--- config.mk ---
export PLATFORM = sky130hd
export DESIGN_NAME = axi4_lite_master_bridge
export DESIGN_NICKNAME = d
export VERILOG_FILES = /design/src/rtl/axi4_lite_master_bridge.sv
export SDC_FILE = /design/constraint.sdc
export NUM_CORES = 1
export LEC_CHECK = 0
export ABC_AREA = 1
export CAP_MARGIN = 25
export CORE_AREA = 2 2 135 137
export DETAILED_ROUTE_END_ITERATION = 8
export DIE_AREA = 0 0 137 139
export GPL_TIMING_DRIVEN = 1
export PLACE_DENSITY = 0.75
export SETUP_SLACK_MARGIN = 0.5
export SYNTH_ARGS = -nofsm -noshare
export SYNTH_HDL_FRONTEND = slang
export SYNTH_SLANG_ARGS = --single-unit
--- constraint.sdc ---
create_clock -name M_AXI_ACLK -period 1.6 [get_ports M_AXI_ACLK]
set_clock_uncertainty 0.2 [all_clocks]
set_input_delay 0.24 -clock M_AXI_ACLK [delete_from_list [all_inputs] [get_ports M_AXI_ACLK]]
set_output_delay 0.24 -clock M_AXI_ACLK [all_outputs]
set_load 0.02 [all_outputs]
--- src/rtl/axi4_lite_master_bridge.sv ---
// Single-outstanding AXI4-Lite master: converts a cmd/rsp handshake into one
// AXI4-Lite read or write and reports the slave response and latency.
module axi4_lite_master_bridge #(
    parameter int ADDR_W = 32,
    parameter int DATA_W = 32,
    parameter int CNT_W  = 16
) (
    input  logic              M_AXI_ACLK,
    input  logic              M_AXI_ARESETN,
    input  logic              cmd_valid,
    output logic              cmd_ready,
    input  logic              cmd_write,
    input  logic [ADDR_W-1:0] cmd_addr,
    input  logic [DATA_W-1:0] cmd_wdata,
    input  logic [3:0]        cmd_wstrb,
    output logic              rsp_valid,
    input  logic              rsp_ready,
    output logic [DATA_W-1:0] rsp_rdata,
    output logic [1:0]        rsp_resp,
    output logic [CNT_W-1:0]  rsp_cycles,
    output logic [ADDR_W-1:0] M_AXI_AWADDR,
    output logic              M_AXI_AWVALID,
    input  logic              M_AXI_AWREADY,
    output logic [DATA_W-1:0] M_AXI_WDATA,
    output logic [3:0]        M_AXI_WSTRB,
    output logic              M_AXI_WVALID,
    input  logic              M_AXI_WREADY,
    input  logic [1:0]        M_AXI_BRESP,
    input  logic              M_AXI_BVALID,
    output logic              M_AXI_BREADY,
    output logic [ADDR_W-1:0] M_AXI_ARADDR,
    output logic              M_AXI_ARVALID,
    input  logic              M_AXI_ARREADY,
    input  logic [DATA_W-1:0] M_AXI_RDATA,
    input  logic [1:0]        M_AXI_RRESP,
    input  logic              M_AXI_RVALID,
    output logic              M_AXI_RREADY
);

    typedef enum logic [2:0] {
        IDLE,
        WR_REQ,
        WR_RESP,
        RD_REQ,
        RD_RESP,
        RSP
    } state_t;

    state_t              state, state_nxt;
    logic                cmd_ready_nxt;
    logic                rsp_valid_nxt;
    logic [DATA_W-1:0]   rsp_rdata_nxt;
    logic [1:0]          rsp_resp_nxt;
    logic [CNT_W-1:0]    rsp_cycles_nxt;
    logic [CNT_W-1:0]    cycles_inc;
    logic [ADDR_W-1:0]   awaddr_nxt, araddr_nxt;
    logic [DATA_W-1:0]   wdata_nxt;
    logic [3:0]          wstrb_nxt;
    logic                awvalid_nxt, wvalid_nxt, bready_nxt, arvalid_nxt, rready_nxt;
    logic                aw_done, w_done;

    always_ff @(posedge M_AXI_ACLK or negedge M_AXI_ARESETN) begin
        if (!M_AXI_ARESETN) begin
            state         <= IDLE;
            cmd_ready     <= 1'b1;
            rsp_valid     <= 1'b0;
            rsp_rdata     <= '0;
            rsp_resp      <= '0;
            rsp_cycles    <= '0;
            M_AXI_AWADDR  <= '0;
            M_AXI_AWVALID <= 1'b0;
            M_AXI_WDATA   <= '0;
            M_AXI_WSTRB   <= '0;
            M_AXI_WVALID  <= 1'b0;
            M_AXI_BREADY  <= 1'b0;
            M_AXI_ARADDR  <= '0;
            M_AXI_ARVALID <= 1'b0;
            M_AXI_RREADY  <= 1'b0;
        end else begin
            state         <= state_nxt;
            cmd_ready     <= cmd_ready_nxt;
            rsp_valid     <= rsp_valid_nxt;
            rsp_rdata     <= rsp_rdata_nxt;
            rsp_resp      <= rsp_resp_nxt;
            rsp_cycles    <= rsp_cycles_nxt;
            M_AXI_AWADDR  <= awaddr_nxt;
            M_AXI_AWVALID <= awvalid_nxt;
            M_AXI_WDATA   <= wdata_nxt;
            M_AXI_WSTRB   <= wstrb_nxt;
            M_AXI_WVALID  <= wvalid_nxt;
            M_AXI_BREADY  <= bready_nxt;
            M_AXI_ARADDR  <= araddr_nxt;
            M_AXI_ARVALID <= arvalid_nxt;
            M_AXI_RREADY  <= rready_nxt;
        end
    end

    // Saturating latency count; every non-IDLE/RSP state has a VALID or READY up.
    assign cycles_inc = (&rsp_cycles) ? rsp_cycles : rsp_cycles + 1'b1;
    assign aw_done    = !M_AXI_AWVALID || M_AXI_AWREADY;
    assign w_done     = !M_AXI_WVALID  || M_AXI_WREADY;

    always_comb begin
        state_nxt      = state;
        cmd_ready_nxt  = cmd_ready;
        rsp_valid_nxt  = rsp_valid;
        rsp_rdata_nxt  = rsp_rdata;
        rsp_resp_nxt   = rsp_resp;
        rsp_cycles_nxt = rsp_cycles;
        awaddr_nxt     = M_AXI_AWADDR;
        awvalid_nxt    = M_AXI_AWVALID;
        wdata_nxt      = M_AXI_WDATA;
        wstrb_nxt      = M_AXI_WSTRB;
        wvalid_nxt     = M_AXI_WVALID;
        bready_nxt     = M_AXI_BREADY;
        araddr_nxt     = M_AXI_ARADDR;
        arvalid_nxt    = M_AXI_ARVALID;
        rready_nxt     = M_AXI_RREADY;

        case (state)
            IDLE: begin
                if (cmd_valid) begin
                    cmd_ready_nxt  = 1'b0;
                    rsp_cycles_nxt = '0;
                    if (cmd_write) begin
                        state_nxt   = WR_REQ;
                        awaddr_nxt  = cmd_addr;
                        wdata_nxt   = cmd_wdata;
                        wstrb_nxt   = cmd_wstrb;
                        awvalid_nxt = 1'b1;
                        wvalid_nxt  = 1'b1;
                    end else begin
                        state_nxt   = RD_REQ;
                        araddr_nxt  = cmd_addr;
                        arvalid_nxt = 1'b1;
                    end
                end
            end
            WR_REQ: begin
                rsp_cycles_nxt = cycles_inc;
                if (M_AXI_AWVALID && M_AXI_AWREADY) awvalid_nxt = 1'b0;
                if (M_AXI_WVALID && M_AXI_WREADY)   wvalid_nxt  = 1'b0;
                if (aw_done && w_done) begin
                    state_nxt  = WR_RESP;
                    bready_nxt = 1'b1;
                end
            end
            WR_RESP: begin
                rsp_cycles_nxt = cycles_inc;
                if (M_AXI_BVALID) begin
                    rsp_resp_nxt  = M_AXI_BRESP;
                    rsp_rdata_nxt = '0;
                    bready_nxt    = 1'b0;
                    rsp_valid_nxt = 1'b1;
                    state_nxt     = RSP;
                end
            end
            RD_REQ: begin
                rsp_cycles_nxt = cycles_inc;
                if (M_AXI_ARREADY) begin
                    arvalid_nxt = 1'b0;
                    rready_nxt  = 1'b1;
                    state_nxt   = RD_RESP;
                end
            end
            RD_RESP: begin
                rsp_cycles_nxt = cycles_inc;
                if (M_AXI_RVALID) begin
                    rsp_resp_nxt  = M_AXI_RRESP;
                    rsp_rdata_nxt = M_AXI_RDATA;
                    rready_nxt    = 1'b0;
                    rsp_valid_nxt = 1'b1;
                    state_nxt     = RSP;
                end
            end
            RSP: begin
                if (rsp_ready) begin
                    rsp_valid_nxt = 1'b0;
                    cmd_ready_nxt = 1'b1;
                    state_nxt     = IDLE;
                end
            end
            default: state_nxt = IDLE;
        endcase
    end

endmodule

* Word level (Yosys, flattened, before mapping)
Cells that the tools add are included.
** Word-level totals
- Bits in registers :: 160
- Input port bits :: 114
- Logic and storage cells :: 103
** Operators by class
- Bitwise logic cells :: 1
- Muxes and demuxes :: 40
- Reduce and logical (&&, ||, !) cells :: 30
- Equality and inequality tests :: 16
- $add $sub $neg :: 1
** Operator list (number)
- 32-bit 2-to-1 mux :: 2
- 32-bit one-hot mux with 2 select lines :: 1
- 16-bit 2-to-1 mux :: 2
- 16-bit one-hot mux with 2 select lines :: 1
- 2-bit inequality test, second input constant :: 11
- 3-bit AND reduction :: 7
- 3-bit 2-to-1 mux :: 6
- 3-bit one-hot mux with 6 select lines :: 1
- 16-bit by 1-bit adder with 16-bit output, second input constant :: 1
- 1-bit 2-to-1 mux :: 16
- 16-bit AND reduction :: 1
- 4-bit AND reduction :: 4
- 2-bit nonzero test :: 7
- 1-bit one-hot mux with 2 select lines :: 6
- 3-bit by 2-bit == test with 1-bit output, second input constant :: 2
- 3-bit == test, second input constant :: 2
- 2-bit 2-to-1 mux :: 3
- 6-bit AND reduction :: 1
- 2-bit one-hot mux with 2 select lines :: 1
- 4-bit OR reduction :: 1
- 3-bit by 1-bit == test with 1-bit output, second input constant :: 1
- 1-bit logical AND :: 3
- 3-bit zero test :: 1
- 1-bit one-hot mux with 3 select lines :: 1
- other kinds (4) :: 6

* Longest topological paths before layout
- Word-level depth :: 5
- Depth in mapped cells :: 10
- Depth with buffers taken out :: 10

* Worst setup path after synthesis
Ideal clock, no wire load.
- Path kind :: register to register
- Start point :: register rsp_cycles[0]
- End point :: register rsp_cycles[11]
- Setup slack :: -281 ps
- Period minus slack after synthesis :: 1881 ps
- Arrival :: 1615 ps
- Library setup time :: 65 ps
- Buffers on the path :: 1
- Stages on the path, launching flop included :: 11
- Required time :: 1335 ps
- Cell sequence :: dfrtp_1 > ha_1 > nand2_1 > nor2_2 > nand3_1 > nor2_1 > nand2_2 > nand2_4 > buf_6 > nand2_1 > nand2_1
** On the way
- Longest elaborated chain between the ends :: 3
** RTL lines
- from (decl) :: line 20 : output logic [CNT_W-1:0] rsp_cycles,
- from (signal assigned) :: line 85 : rsp_cycles <= rsp_cycles_nxt;
- 16-bit by 1-bit adder with 16-bit output or 16-bit AND reduction (tied branches) :: line 99 : assign cycles_inc = (&rsp_cycles) ? rsp_cycles : rsp_cycles + 1'b1;
- 16-bit 2-to-1 mux or 2-bit inequality test (tied branches)
- 16-bit one-hot mux with 2 select lines or 3-bit AND reduction (tied branches)
Several ways; a longest one is shown, not always the timed one. The select of a mux whose other input is x is not followed.
A chain may end at the register's enable or synchronous reset.

* Worst setup path in the final report
- Start point :: register state[2]
- End point :: register M_AXI_ARADDR[11]
** On the way
- Longest elaborated chain between the ends :: 2
** RTL lines
- from (decl) :: line 49 : state_t state, state_nxt;
- from (signal assigned) :: line 80 : state <= state_nxt;
- 3-bit zero test :: line 120 : case (state)
- 3-bit AND reduction (no source line)
- to (signal assigned) :: line 92 : M_AXI_ARADDR <= araddr_nxt;
- to (decl) :: line 31 : output logic [ADDR_W-1:0] M_AXI_ARADDR,
No other way between the ends.

==> flow_summary_export.csv <==
group,metric,value,unit
timing,rsz0062_at_grt,"yes",
worst_setup_path,rr_startpoint,"state[2]",
run_status,violations,"setup timing",
finish,fin_nets,1308,
synth,ys_ff_latch,160,
timing,fin_crit,1.92,ns
synth,synth_edf_count,0,
synth,ys.flop_type,"dfrtp_1",
finish,most-common-layout-cells,"nand2_1 (303), buf_6 (168), dfrtp_1 (153), clkdlybuf4s50_1 (112), buf_4 (101)",
detailed_routing,routed_wl,23000,um
timing,tightestPinTransition,0.339,ns
cts,cts_buffer_depth,2,
timing,relSlewSlack,0.774,
timing,fin_crit_sh,1.20,
synth,synth_area_per_cell,8.50,um^2
detailed_routing,via_per_inst,4.77,
synth,yosysUniqueCellTypes,28,
pwr,power_density,2030,nW/um^2
timing,finalSetupViolCount,157,
worst_hold_path,hold_path_class,"input port to async pin",
worst_setup_path,crit_arrival,2.05,ns
pwr,ir_worst_vdd,1.06,mV
timing,slew_violations,0,
global_routing,grt_antenna_before_repair,1,
worst_setup_path,endpoint_kind,"flop",
finish,fin_util,0.691,
detailed_routing,drt_iter0_markers,375,
floorplan,dieWidth,137,um
place,gp_congestion,0.824,
global_routing,grt_pass1_vias,6474,
timing,hold_viol_final,0,
worst_setup_path,crit_slowest_cell,"dfrtp_2",
cts,cts_tree,"done",
place,port_buffers,270,
cts,cts-buffers-inserted,17,
global_routing,grt_pass1_wl,32500,um
worst_setup_path,path_class,"flop to flop",
synth,synth_nets,911,
finish,drive_above_1_share,0.371,
worst_setup_path,crit_path_max_incr_delay,0.47,ns
cts,htreeDepth,4,
place,place_hpwl,14100,um
pwr,p_leak,6.30,nW
detailed_routing,ant_nets,0,
floorplan,rows,49,
worst_setup_path,cp_cell_sequence,"buf_6 -> nor2_4 -> buf_6 -> inv_4 -> nand2_4 -> nand4_1 -> buf_6 -> buf_16 -> o21ai_1",
floorplan,initial_utilization,0.383,
synth,syn_inst,796,
worst_setup_path,worst_ep_required_time,1.73,ns
floorplan,io_pins,271,
floorplan,die-area,19000,um^2
finish,syn_to_final_growth,80.3,%
worst_setup_path,cp-start-kind,"flop",
timing,fmax,521,MHz
cts,clk_latency,0.42,ns
detailed_routing,dr_total_vias,6856,
global_routing,grt_max_degree,41,
detailed_routing,route.detailed.drc,0,
floorplan,die_h,139,um
cts,root_buffer,"clkbuf_16",
synth,synthArstFlopShare,1.00,
cts,clk_pin_slew_worst_paths,0.07,ns
worst_setup_path,critPathMostFrequentCell,"buf_6",
timing,timing.final.ws_setup,-0.319,ns
finish,fin_cells,1436,
global_routing,overflow,0,
run_status,outcome,"finished, violations left",
worst_setup_path,cp_top_family,"buffers and inverters",
place,place_inst,1330,
finish,final_common_cell,"nand2_1",
cts,cts_sinks,160,
worst_setup_path,crit_start,"state[2]",
flow_run,cap_violations,0,
detailed_routing,firstDrtPassIters,5,
synth,ys_warn_count,0,
worst_setup_path,cp_max_fo,16,
detailed_routing,avgRoutedWirePerCell,16.0,um
synth,synthesis.area,6770,um^2
global_routing,grt_util_all_layers,0.217,
floorplan,core_area,17700,um^2
synth,yosysSeqAreaShare,0.592,
worst_setup_path,crit_buf_inv,5,
[cells by family after synthesis]
| family | count (synthesis) | share of synthesized area |
|---|---|---|
| simple gates | 457 | 0.274 |
| flops | 160 | 0.592 |
| buf+inv | 99 | 0.0718 |
| compound gates | 78 | 0.0586 |
| xor+xnor | 1 | 0.00129 |
| fa+ha+maj | 1 | 0.00185 |
[flip-flops by register name, summed over array words and instances, names as in the netlist, 2 cells and up]
name	cells
M_AXI_ARADDR	32
M_AXI_AWADDR	32
M_AXI_WDATA	32
M_AXI_WSTRB	4
rsp_cycles	16
rsp_rdata	32
rsp_resp	2
state	3
[area by class of cell]
type / instances / area (um^2)
inverters: 66 / 275
clock buffers: 18 / 439
repair buffers: 409 / 4340
clock inverters: 14 / 179
multi-input cells: 538 / 2640
repair inverters: 1 / 20.0
fillers: 1284 / 5460
diodes: 1 / 2.50
flip-flops and latches: 160 / 4010
well taps: 229 / 287
[path summary, 6_finish.rpt]
path                                          to  slack, ns  cells past startpoint
worst max-delay path            M_AXI_ARADDR[11]      -0.32                      9
worst min-delay path              M_AXI_WDATA[9]       0.06                      2
worst max register to register  M_AXI_ARADDR[11]      -0.32                      9
worst min register to register         cmd_ready       0.28                      2
max in group asynchronous              cmd_ready       0.59                      3
min in group M_AXI_ACLK          M_AXI_WDATA[15]       0.15                      3
[cell usage after synthesis, types with 2 or more instances]
library cell,n,area (um^2)
clkbuf_1,5,18.8
o21ai_0,32,160
buf_6,9,101
nor2_4,2,22.5
nand3_1,54,270
nor2_1,29,109
dfrtp_1,159,3980
buf_2,12,60.1
a21oi_1,3,15.0
nand2_2,4,25.0
o21ai_1,41,205
nor2_2,3,18.8
nand4_1,8,50.1
inv_1,59,221
nand2_1,350,1310
or2_2,4,25.0
buf_4,7,52.6
inv_2,5,18.8
[repair_timing]
item                                   in CTS  in global routing
buffers inserted                           46                 11
pin swaps                                   5                  7
setup endpoints to repair                 317                317
endpoints found under the hold margin     159                  0
hold buffers                                1                  0
resized for setup                         956                101
cloned                                      2                 13
[per-layer routing]
layer | track usage | wire length (um) | vias up
met5 | 0 | 0 | -
met4 | 0.0727 | 520 | 0
met3 | 0.0665 | 1690 | 43
met2 | 0.368 | 11600 | 268
met1 | 0.261 | 9190 | 3256
li1 | - | - | 3289
[metrics by stage]
step	power [W]	setup slack [ns]	area, um^2	hold WS (ns)	TNS, ns
detailed placement	0.0172	-0.276	10200	-0.0555	-21.24
floorplan	0.0123	-0.106	6930	-0.256	-9.42
CTS	0.0231	-0.221	11500	0.0548	-16.15
global route	0.0260	-0.424	12200	0.0564	-35.69
finish	0.0248	-0.319	12200	0.0595	-23.41
global placement	0.0169	-0.216	10200	-0.0588	-16.57
[power breakdown]
group | internal (W) | leakage, nW | switching [W]
Sequential | 0.00573 | 2.02 | 0.00133
Combinational | 0.00662 | 3.98 | 0.00684
Clock | 0.00240 | 0.303 | 0.00183
Total | 0.0148 | 6.30 | 0.0100
(Power assumes the default switching activity.)
